File: src/rtl/rtmc_mc_multi_pkg.sv
// Shared definitions for the multi-channel stepper sequencer: register map,
// CTRL layout and the half-step phase rules.
package rtmc_pkg;

  localparam logic [1:0] OFF_CTRL    = 2'd0;
  localparam logic [1:0] OFF_PERIOD  = 2'd1;
  localparam logic [1:0] OFF_STEPS   = 2'd2;
  localparam logic [1:0] OFF_POS     = 2'd3;
  localparam logic [7:0] STATUS_ADDR = 8'hFF;

  localparam int CTRL_EN   = 0;
  localparam int CTRL_DIR  = 1;
  localparam int CTRL_HALF = 2;
  localparam int CTRL_OE   = 3;

  typedef struct packed {
    logic oe;
    logic half;
    logic dir;
    logic en;
  } ctrl_t;

  function automatic logic [3:0] phase_to_coils(input logic [2:0] idx);
    logic [3:0] coils;
    case (idx)
      3'd0:    coils = 4'b0001;
      3'd1:    coils = 4'b0011;
      3'd2:    coils = 4'b0010;
      3'd3:    coils = 4'b0110;
      3'd4:    coils = 4'b0100;
      3'd5:    coils = 4'b1100;
      3'd6:    coils = 4'b1000;
      3'd7:    coils = 4'b1001;
      default: coils = 4'b0000;
    endcase
    return coils;
  endfunction

  // Full-step mode lives on the odd (two-coil) indices; an even index first aligns by one.
  function automatic logic [2:0] phase_step(input logic [2:0] idx, input logic dir,
                                            input logic half);
    logic [2:0] delta;
    if (!half && idx[0]) begin
      delta = 3'd2;
    end else begin
      delta = 3'd1;
    end
    if (dir) begin
      return idx + delta;
    end else begin
      return idx - delta;
    end
  endfunction

endpackage

File: src/rtl/rtmc_mc_multi_if.sv
// Register bus and coil pad bundle of the multi-channel stepper sequencer.
interface rtmc_mc_multi_if #(
  parameter int ADDR_W = 8,
  parameter int DATA_W = 16,
  parameter int NUM_CH = 2
);
  logic [ADDR_W-1:0]   reg_addr;
  logic [DATA_W-1:0]   reg_wdat;
  logic                reg_wr;
  logic                reg_rd;
  logic [DATA_W-1:0]   reg_rdat;
  logic                reg_ack;
  logic [4*NUM_CH-1:0] mc;
  logic [4*NUM_CH-1:0] mc_oe;
  logic                irq;

  modport master (
    output reg_addr, reg_wdat, reg_wr, reg_rd,
    input  reg_rdat, reg_ack, mc, mc_oe, irq
  );

  modport slave (
    input  reg_addr, reg_wdat, reg_wr, reg_rd,
    output reg_rdat, reg_ack, mc, mc_oe, irq
  );
endinterface

File: src/rtl/rtmc_mc_multi_chan.sv
// One stepper channel: CTRL/PERIOD/remaining/POS registers, period timer,
// phase sequencer, sticky done flag and registered coil drive.
module rtmc_mc_chan
  import rtmc_pkg::*;
#(
  parameter int DATA_W = 16
) (
  input  logic              clk,
  input  logic              rst,
  input  logic              wr_ctrl_i,
  input  logic              wr_period_i,
  input  logic              wr_steps_i,
  input  logic              wr_pos_i,
  input  logic              clr_done_i,
  input  logic [DATA_W-1:0] wdat_i,
  input  logic [1:0]        offset_i,
  output logic [DATA_W-1:0] rdat_o,
  output logic              busy_o,
  output logic              done_o,
  output logic              done_d_o,
  output logic [3:0]        mc_o,
  output logic [3:0]        mc_oe_o
);

  ctrl_t             ctrl_q, ctrl_d;
  logic [DATA_W-1:0] period_q, period_d;
  logic [DATA_W-1:0] rem_q, rem_d;
  logic [DATA_W-1:0] pos_q, pos_d;
  logic [DATA_W-1:0] cnt_q, cnt_d;
  logic [2:0]        phase_q, phase_d;
  logic              done_q, done_d;
  logic [3:0]        mc_q, mc_oe_q;
  logic              active_s, step_s, done_set_s;
  logic [2:0]        nxt_phase_s;
  logic [DATA_W-1:0] nxt_pos_s, pos_wr_s;

  assign active_s    = ctrl_q.en && (rem_q != '0);
  assign step_s      = active_s && (cnt_q == '0);
  assign nxt_phase_s = phase_step(phase_q, ctrl_q.dir, ctrl_q.half);
  assign nxt_pos_s   = ctrl_q.dir ? pos_q + DATA_W'(1) : pos_q - DATA_W'(1);
  // A POS write overrides whatever the step would have done to the position.
  assign pos_wr_s    = wr_pos_i ? wdat_i : pos_q;

  always_comb begin
    ctrl_d     = wr_ctrl_i ? ctrl_t'(wdat_i[3:0]) : ctrl_q;
    period_d   = wr_period_i ? wdat_i : period_q;
    rem_d      = rem_q;
    cnt_d      = cnt_q;
    phase_d    = phase_q;
    pos_d      = pos_wr_s;
    done_set_s = 1'b0;
    if (wr_ctrl_i && !wdat_i[CTRL_EN]) begin
      rem_d = '0;
    end else if (wr_steps_i) begin
      rem_d      = wdat_i;
      cnt_d      = period_q;
      phase_d    = step_s ? nxt_phase_s : phase_q;
      pos_d      = step_s ? nxt_pos_s : pos_q;
      done_set_s = step_s && (rem_q == DATA_W'(1));
    end else if (step_s) begin
      rem_d      = rem_q - DATA_W'(1);
      cnt_d      = period_q;
      phase_d    = nxt_phase_s;
      pos_d      = wr_pos_i ? wdat_i : nxt_pos_s;
      done_set_s = (rem_q == DATA_W'(1));
    end else if (active_s) begin
      cnt_d = cnt_q - DATA_W'(1);
    end else begin
      cnt_d = cnt_q;
    end
    done_d = done_set_s | (done_q & ~clr_done_i);
  end

  always_ff @(posedge clk) begin
    if (rst) begin
      ctrl_q   <= '0;
      period_q <= '0;
      rem_q    <= '0;
      pos_q    <= '0;
      cnt_q    <= '0;
      phase_q  <= 3'd0;
      done_q   <= 1'b0;
      mc_q     <= 4'h0;
      mc_oe_q  <= 4'h0;
    end else begin
      ctrl_q   <= ctrl_d;
      period_q <= period_d;
      rem_q    <= rem_d;
      pos_q    <= pos_d;
      cnt_q    <= cnt_d;
      phase_q  <= phase_d;
      done_q   <= done_d;
      mc_q     <= ctrl_q.oe ? phase_to_coils(phase_q) : 4'h0;
      mc_oe_q  <= ctrl_q.oe ? 4'hF : 4'h0;
    end
  end

  always_comb begin
    case (offset_i)
      OFF_CTRL:   rdat_o = DATA_W'(ctrl_q);
      OFF_PERIOD: rdat_o = period_q;
      OFF_STEPS:  rdat_o = rem_q;
      OFF_POS:    rdat_o = pos_q;
      default:    rdat_o = '0;
    endcase
  end

  assign busy_o   = (rem_q != '0);
  assign done_o   = done_q;
  assign done_d_o = done_d;
  assign mc_o     = mc_q;
  assign mc_oe_o  = mc_oe_q;

endmodule

File: src/rtl/rtmc_mc_multi.sv
// Multi-channel stepper sequencer top: address decode, STATUS register,
// read data/ack registers and the irq summary over NUM_CH channels.
module rtmc_mc_multi
  import rtmc_pkg::*;
#(
  parameter int ADDR_W = 8,
  parameter int DATA_W = 16,
  parameter int NUM_CH = 2
) (
  input logic            clk,
  input logic            rst,
  rtmc_mc_multi_if.slave reg_if
);

  localparam int IDX_W = ADDR_W - 2;

  logic                wr_s, rd_s, is_status_s;
  logic [NUM_CH-1:0]   sel_s, busy_s, done_s, done_d_s, clr_s;
  logic [DATA_W-1:0]   chan_rdat_s [NUM_CH];
  logic [DATA_W-1:0]   status_s, rd_val_s, chan_acc_s;
  logic [2*NUM_CH-1:0] stat_wide_s;
  logic [4*NUM_CH-1:0] mc_s, mc_oe_s;
  logic [DATA_W-1:0]   rdat_q;
  logic                ack_q, irq_q;

  // A simultaneous read and write is handled purely as a write.
  assign wr_s        = reg_if.reg_wr;
  assign rd_s        = reg_if.reg_rd & ~reg_if.reg_wr;
  assign is_status_s = (reg_if.reg_addr == ADDR_W'(STATUS_ADDR));
  assign clr_s       = (wr_s && is_status_s) ? NUM_CH'(reg_if.reg_wdat >> NUM_CH) : '0;
  assign stat_wide_s = {done_s, busy_s};
  assign status_s    = DATA_W'(stat_wide_s);

  for (genvar c = 0; c < NUM_CH; c++) begin : g_ch
    assign sel_s[c] = !is_status_s && (reg_if.reg_addr[ADDR_W-1:2] == IDX_W'(c));
    rtmc_mc_chan #(.DATA_W(DATA_W)) u_chan (
      .clk         (clk),
      .rst         (rst),
      .wr_ctrl_i   (wr_s && sel_s[c] && (reg_if.reg_addr[1:0] == OFF_CTRL)),
      .wr_period_i (wr_s && sel_s[c] && (reg_if.reg_addr[1:0] == OFF_PERIOD)),
      .wr_steps_i  (wr_s && sel_s[c] && (reg_if.reg_addr[1:0] == OFF_STEPS)),
      .wr_pos_i    (wr_s && sel_s[c] && (reg_if.reg_addr[1:0] == OFF_POS)),
      .clr_done_i  (clr_s[c]),
      .wdat_i      (reg_if.reg_wdat),
      .offset_i    (reg_if.reg_addr[1:0]),
      .rdat_o      (chan_rdat_s[c]),
      .busy_o      (busy_s[c]),
      .done_o      (done_s[c]),
      .done_d_o    (done_d_s[c]),
      .mc_o        (mc_s[4*c +: 4]),
      .mc_oe_o     (mc_oe_s[4*c +: 4])
    );
  end

  always_comb begin
    chan_acc_s = '0;
    for (int c = 0; c < NUM_CH; c++) begin
      chan_acc_s = chan_acc_s | (chan_rdat_s[c] & {DATA_W{sel_s[c]}});
    end
    if (is_status_s) begin
      rd_val_s = status_s;
    end else begin
      rd_val_s = chan_acc_s;
    end
  end

  // irq tracks the next done state so it lines up with the done flops.
  always_ff @(posedge clk) begin
    if (rst) begin
      rdat_q <= '0;
      ack_q  <= 1'b0;
      irq_q  <= 1'b0;
    end else begin
      ack_q <= wr_s | rd_s;
      irq_q <= |done_d_s;
      if (wr_s) begin
        rdat_q <= '0;
      end else if (rd_s) begin
        rdat_q <= rd_val_s;
      end
    end
  end

  assign reg_if.reg_rdat = rdat_q;
  assign reg_if.reg_ack  = ack_q;
  assign reg_if.irq      = irq_q;
  assign reg_if.mc       = mc_s;
  assign reg_if.mc_oe    = mc_oe_s;

endmodule
File: src/flat_wrapper.sv
// flat-port wrapper written by rule: the top's interface ports become plain ports
module rtmc_mc_multi_flat import rtmc_pkg::*;
#(
  parameter int ADDR_W = 8,
  parameter int DATA_W = 16,
  parameter int NUM_CH = 2
)
  (clk, rst, reg_if_reg_addr, reg_if_reg_wdat, reg_if_reg_wr, reg_if_reg_rd, reg_if_reg_rdat, reg_if_reg_ack, reg_if_mc, reg_if_mc_oe, reg_if_irq);
  rtmc_mc_multi_if #(.ADDR_W(ADDR_W), .DATA_W(DATA_W), .NUM_CH(NUM_CH)) reg_if_i ();
  input logic clk;
  input logic rst;
  input wire logic [$bits(reg_if_i.reg_addr)-1:0] reg_if_reg_addr;
  input wire logic [$bits(reg_if_i.reg_wdat)-1:0] reg_if_reg_wdat;
  input wire logic [$bits(reg_if_i.reg_wr)-1:0] reg_if_reg_wr;
  input wire logic [$bits(reg_if_i.reg_rd)-1:0] reg_if_reg_rd;
  output wire logic [$bits(reg_if_i.reg_rdat)-1:0] reg_if_reg_rdat;
  output wire logic [$bits(reg_if_i.reg_ack)-1:0] reg_if_reg_ack;
  output wire logic [$bits(reg_if_i.mc)-1:0] reg_if_mc;
  output wire logic [$bits(reg_if_i.mc_oe)-1:0] reg_if_mc_oe;
  output wire logic [$bits(reg_if_i.irq)-1:0] reg_if_irq;
  assign reg_if_i.reg_addr = reg_if_reg_addr;
  assign reg_if_i.reg_wdat = reg_if_reg_wdat;
  assign reg_if_i.reg_wr = reg_if_reg_wr;
  assign reg_if_i.reg_rd = reg_if_reg_rd;
  assign reg_if_reg_rdat = reg_if_i.reg_rdat;
  assign reg_if_reg_ack = reg_if_i.reg_ack;
  assign reg_if_mc = reg_if_i.mc;
  assign reg_if_mc_oe = reg_if_i.mc_oe;
  assign reg_if_irq = reg_if_i.irq;
  rtmc_mc_multi #(.ADDR_W(ADDR_W), .DATA_W(DATA_W), .NUM_CH(NUM_CH)) u_core (.clk(clk), .rst(rst), .reg_if(reg_if_i));
endmodule
File: config.mk
export PLATFORM = sky130hd
export DESIGN_NAME = rtmc_mc_multi_flat
export DESIGN_NICKNAME = d
export VERILOG_FILES = /design/src/rtl/rtmc_mc_multi_pkg.sv /design/src/rtl/rtmc_mc_multi_if.sv /design/src/rtl/rtmc_mc_multi_chan.sv /design/src/rtl/rtmc_mc_multi.sv /design/src/flat_wrapper.sv
export SDC_FILE = /design/constraint.sdc
export NUM_CORES = 1
export LEC_CHECK = 0
export CAP_MARGIN = 15
export CORE_MARGIN = 2
export CORE_UTILIZATION = 40
export CTS_CLUSTER_SIZE = 28
export DETAILED_ROUTE_END_ITERATION = 6
export PLACE_DENSITY_LB_ADDON = 0.05
export SLEW_MARGIN = 20
export SYNTH_ARGS = -nofsm -noshare
export SYNTH_HDL_FRONTEND = slang
export SYNTH_HIERARCHICAL = 1
export SYNTH_SLANG_ARGS = --single-unit
export TNS_END_PERCENT = 50
File: constraint.sdc
create_clock -name clk -period 4 [get_ports clk]
set_input_delay 1.2 -clock clk [delete_from_list [all_inputs] [get_ports clk]]
set_output_delay 1.2 -clock clk [all_outputs]
set_load 0.1 [all_outputs]
==> qor.yml <==
r2r_end: "u_core/g_ch[1].u_chan/pos_q[9]$_SDFFE_PP0P_"
timing.final.max_slew_violations: 0
setup_violations: 0
synth_warnings: 6
ir_drop_mv: 0.278
cpMostUsedCell: "buf_4"
place_area_mm2: 0.0130
fp.dieH_um: 174
placed_cells: 1872
clkPwrFrac_pct: 46.2
crit_path_end: "u_core/g_ch[0].u_chan/pos_q[7]$_SDFFE_PP0P_"
total_leakage_power_nw: 5.16
r2r-start: "u_core/g_ch[1].u_chan/ctrl_q[1]$_SDFFE_PP0P_"
async_reset_ff_share_pct: 0
pin_count: 62
pwr_density_cell_mw_per_mm2: 273
hold_buffers: 0
yosysMostFrequentCell: "dfxtp_1"
synth_largest_area_cell: "dfxtp_1"
grt_pass1_vias: 10900
synthTopCellsByCount: "172 x dfxtp_1, 155 x nor2_1, 111 x a21oi_1"
arrival_ns: 4.15
crit_start: "reg_if_reg_addr[5]"
drt-vias-per-instance: 5.87
syn_inst: 1409
fin_cells: 1906
crit_required_ns: 4.33
clk_pin_slew_worst_paths_ns: 0.08
htreeDepth: 4
fin_crit_ns: 3.82
max_cap_viol_count: 0
clock_skew_ns: 0.0108
ys_seq_area_share_pct: 29.9
clk_latency_ns: 0.44
worst-setup-path-type: "in -> reg"
fin_crit_sh_pct: 95.6
synth.top_cell.area_share_pct: 29.9
route.detailed.drc: 0
wire_per_inst_um: 21.4
r2r_slack_ns: 0.85
cts_sinks: 172
clockBufferDepth: 2
n_fill_cell: 2859
globalRouteOverflowTotal: 0
portBuffers: 61
rsz0062_at_grt: "no"
cts_root_buf: "clkbuf_16"
p_comb_share_pct: 7.6
dieArea_mm2: 0.0302
synthTopCellsByArea: "dfxtp_1 30%, mux2i_1 6.0%, nor2_1 5.0%, a21oi_1 4.8%, ha_1 3.9%"
place.gp.congestion: 0.888
vias: 11200
drt_iter0_markers: 824
dp_hpwl_um: 30000
maxSlewHeadroom_pct: 30.6
fin_area_mm2: 0.0137
die_w_um: 174
p_int_mw: 2.71
numCtsBuffers: 17
holdWs_ns: 0.469
cp-end-kind: "flip-flop"
seq_area_mm2: 0.00344
row_count: 62
critPathMaxStageDelay_ns: 0.60
track_usage_pct: 26.8
grt_first_pass_wirelength_um: 63400
crit_fanout: 6
syn_to_final_growth_pct: 18.4
switchingPower_mw: 1.02
swShare_pct: 27.3
cts_tree: "done"
drt_first_pass_iters: 5
grt_max_degree: 53
hold_violations: 0
status: "finished clean"
synth_area_per_cell_um2: 8.18
synth_edf_count: 0
hp-class: "reg -> reg"
crit_slowest_cell: "or4b_1"
synth_nets: 1477
crit_path_cell_trace: "clkdlybuf4s50_1 > or4_1 > or4b_1 > nor3_2 > buf_4 > nand2b_1 > buf_4 > buf_4 > a41oi_2 > a221oi_1 > a2111oi_2"
fin_nets: 1575
power_frac_seq_pct: 46.2
reg2reg_depth: 8
fmax_mhz: 262
layout-drive-gt1-share_pct: 15.4
antenna_left: 0
worstSetupStartpointType: "input pin"
ys_ff_latch: 172
synth_cell_types: 90
worstMarginPinSlew_ns: 1.04
multi_input_area_mm2: 0.00752
syn_area_mm2: 0.0115
initial_core_util_pct: 40.4
ys.flop_type: "dfxtp_1"
core-area_mm2: 0.0285
antenna_found_initial: 4
wl_um: 40700
==> metal layers <==
layer	vias up	part of all wire (%)	wire (um)	GRT usage, %
met5	-	0	0	0
met4	0	3.4	1390	10.8
met3	68	3.7	1520	3.18
met2	292	49	19900	46.0
met1	5386	44	17900	34.1
li1	5433	-	-	-
==> layout by cell type (no fill, tap or decap), types with 8 or more instances in the layout <==
cell type / count
dfxtp_1: 172
nor2_1: 152
a21oi_1: 110
buf_4: 102
nand2_1: 94
o21ai_0: 83
mux2i_1: 69
clkdlybuf4s50_1: 58
nor3_1: 54
inv_1: 42
nand3_1: 42
ha_1: 36
mux2_2: 27
xnor2_1: 26
a22o_1: 25
a31oi_1: 24
xor2_1: 23
a211oi_1: 22
nor2b_1: 21
nor4_1: 18
clkbuf_16: 17
nand2b_1: 17
nand4_1: 16
and2_1: 15
a21o_1: 15
o21ai_2: 14
o211ai_1: 12
o32ai_1: 12
o21ai_1: 12
o22ai_1: 9
or4_1: 8
o21a_1: 8
o31a_1: 8
mux4_2: 8
==> flip-flops by register name (all words and copies together) (netlist names) <==
| register | cells |
|---|---|
| u_core/g_ch.u_chan/ctrl_q | 8 |
| u_core/g_ch.u_chan/mc_oe_o | 2 |
| u_core/g_ch.u_chan/mc_o | 8 |
| u_core/g_ch.u_chan/done_o | 2 |
| u_core/g_ch.u_chan/period_q | 32 |
| u_core/g_ch.u_chan/pos_q | 32 |
| u_core/g_ch.u_chan/rem_q | 32 |
| u_core/g_ch.u_chan/phase_q | 6 |
| u_core/reg_if.irq | 1 |
| u_core/reg_if.reg_rdat | 16 |
| u_core/g_ch.u_chan/cnt_q | 32 |
| u_core/reg_if.reg_ack | 1 |
==> through the flow <==
stage               TNS, ns  utilization [%]  total power, mW  worst slack (ns)
global placement      -6.91             45.7             2.04            -0.282
global route              0             47.8             3.85            0.0277
detailed placement    -7.56             45.7             2.04            -0.283
floorplan                 0                -             1.91            0.0616
CTS                       0             47.7             3.76             0.143
finish                    0             47.8             3.73             0.177
==> worst max-delay path: cells and delay by family <==
family                 cells  cell delay (ns)
AOI/OAI and AO/OA          3             0.64
buffers and inverters      4             0.88
and+or+nand+nor            4             1.42
==> layout make-up <==
type | count | area share [%]
Multi-Input combinational cell | 1105 | 55.1
Clock buffer | 18 | 3.22
Tap cell | 384 | 3.52
Antenna cell | 2 | 0.0367
Timing Repair Buffer | 167 | 10.7
Inverter | 44 | 1.21
Sequential cell | 172 | 25.2
Clock inverter | 14 | 1.07
==> power groups by stage <==
stage | registers [mW] | clock network [mW] | logic [mW]
CTS | 1.72 | 1.76 | 0.281
floorplan | 1.78 | 0 | 0.129
global placement | 1.76 | 0 | 0.280
detailed placement | 1.76 | 0 | 0.280
global route | 1.72 | 1.82 | 0.300
finish | 1.72 | 1.73 | 0.284
==> logic make-up after synthesis <==
logic type	after synthesis	synth area share [%]
AO/OA/AOI/OAI	421	24.9
XOR/XNOR	49	3.72
adder cells (fa/ha/maj)	40	4.60
buffers and inverters	132	5.23
flip-flops	172	29.9
multiplexers	104	10.2
AND/OR/NAND/NOR	491	21.5
==> timing repair <==
item / 4_1_cts / 5_1_grt
setup endpoints to repair: 0 / 4
buffers inserted: 0 / 0
gates resized for setup: 0 / 3
==> worst min-delay path by stage <==
| stage | from | to | slack (ns) | cells after the start |
|---|---|---|---|---|
| floorplan | u_core/g_ch[0].u_chan/cnt_q[12]$_SDFFE_PP0P_ | u_core/g_ch[0].u_chan/cnt_q[12]$_SDFFE_PP0P_ | 0.44 | 2 |
| global placement | u_core/reg_if.reg_rdat[8]$_SDFFE_PP0P_ | u_core/reg_if.reg_rdat[8]$_SDFFE_PP0P_ | 0.45 | 2 |
| detailed placement | u_core/reg_if.reg_rdat[9]$_SDFFE_PP0P_ | u_core/reg_if.reg_rdat[9]$_SDFFE_PP0P_ | 0.45 | 2 |
| CTS | u_core/reg_if.reg_rdat[9]$_SDFFE_PP0P_ | u_core/reg_if.reg_rdat[9]$_SDFFE_PP0P_ | 0.47 | 2 |
| global route | u_core/reg_if.reg_rdat[7]$_SDFFE_PP0P_ | u_core/reg_if.reg_rdat[7]$_SDFFE_PP0P_ | 0.48 | 2 |
| finish | u_core/reg_if.reg_rdat[9]$_SDFFE_PP0P_ | u_core/reg_if.reg_rdat[9]$_SDFFE_PP0P_ | 0.47 | 2 |
No activity file was read; power rests on OpenSTA's default activity.
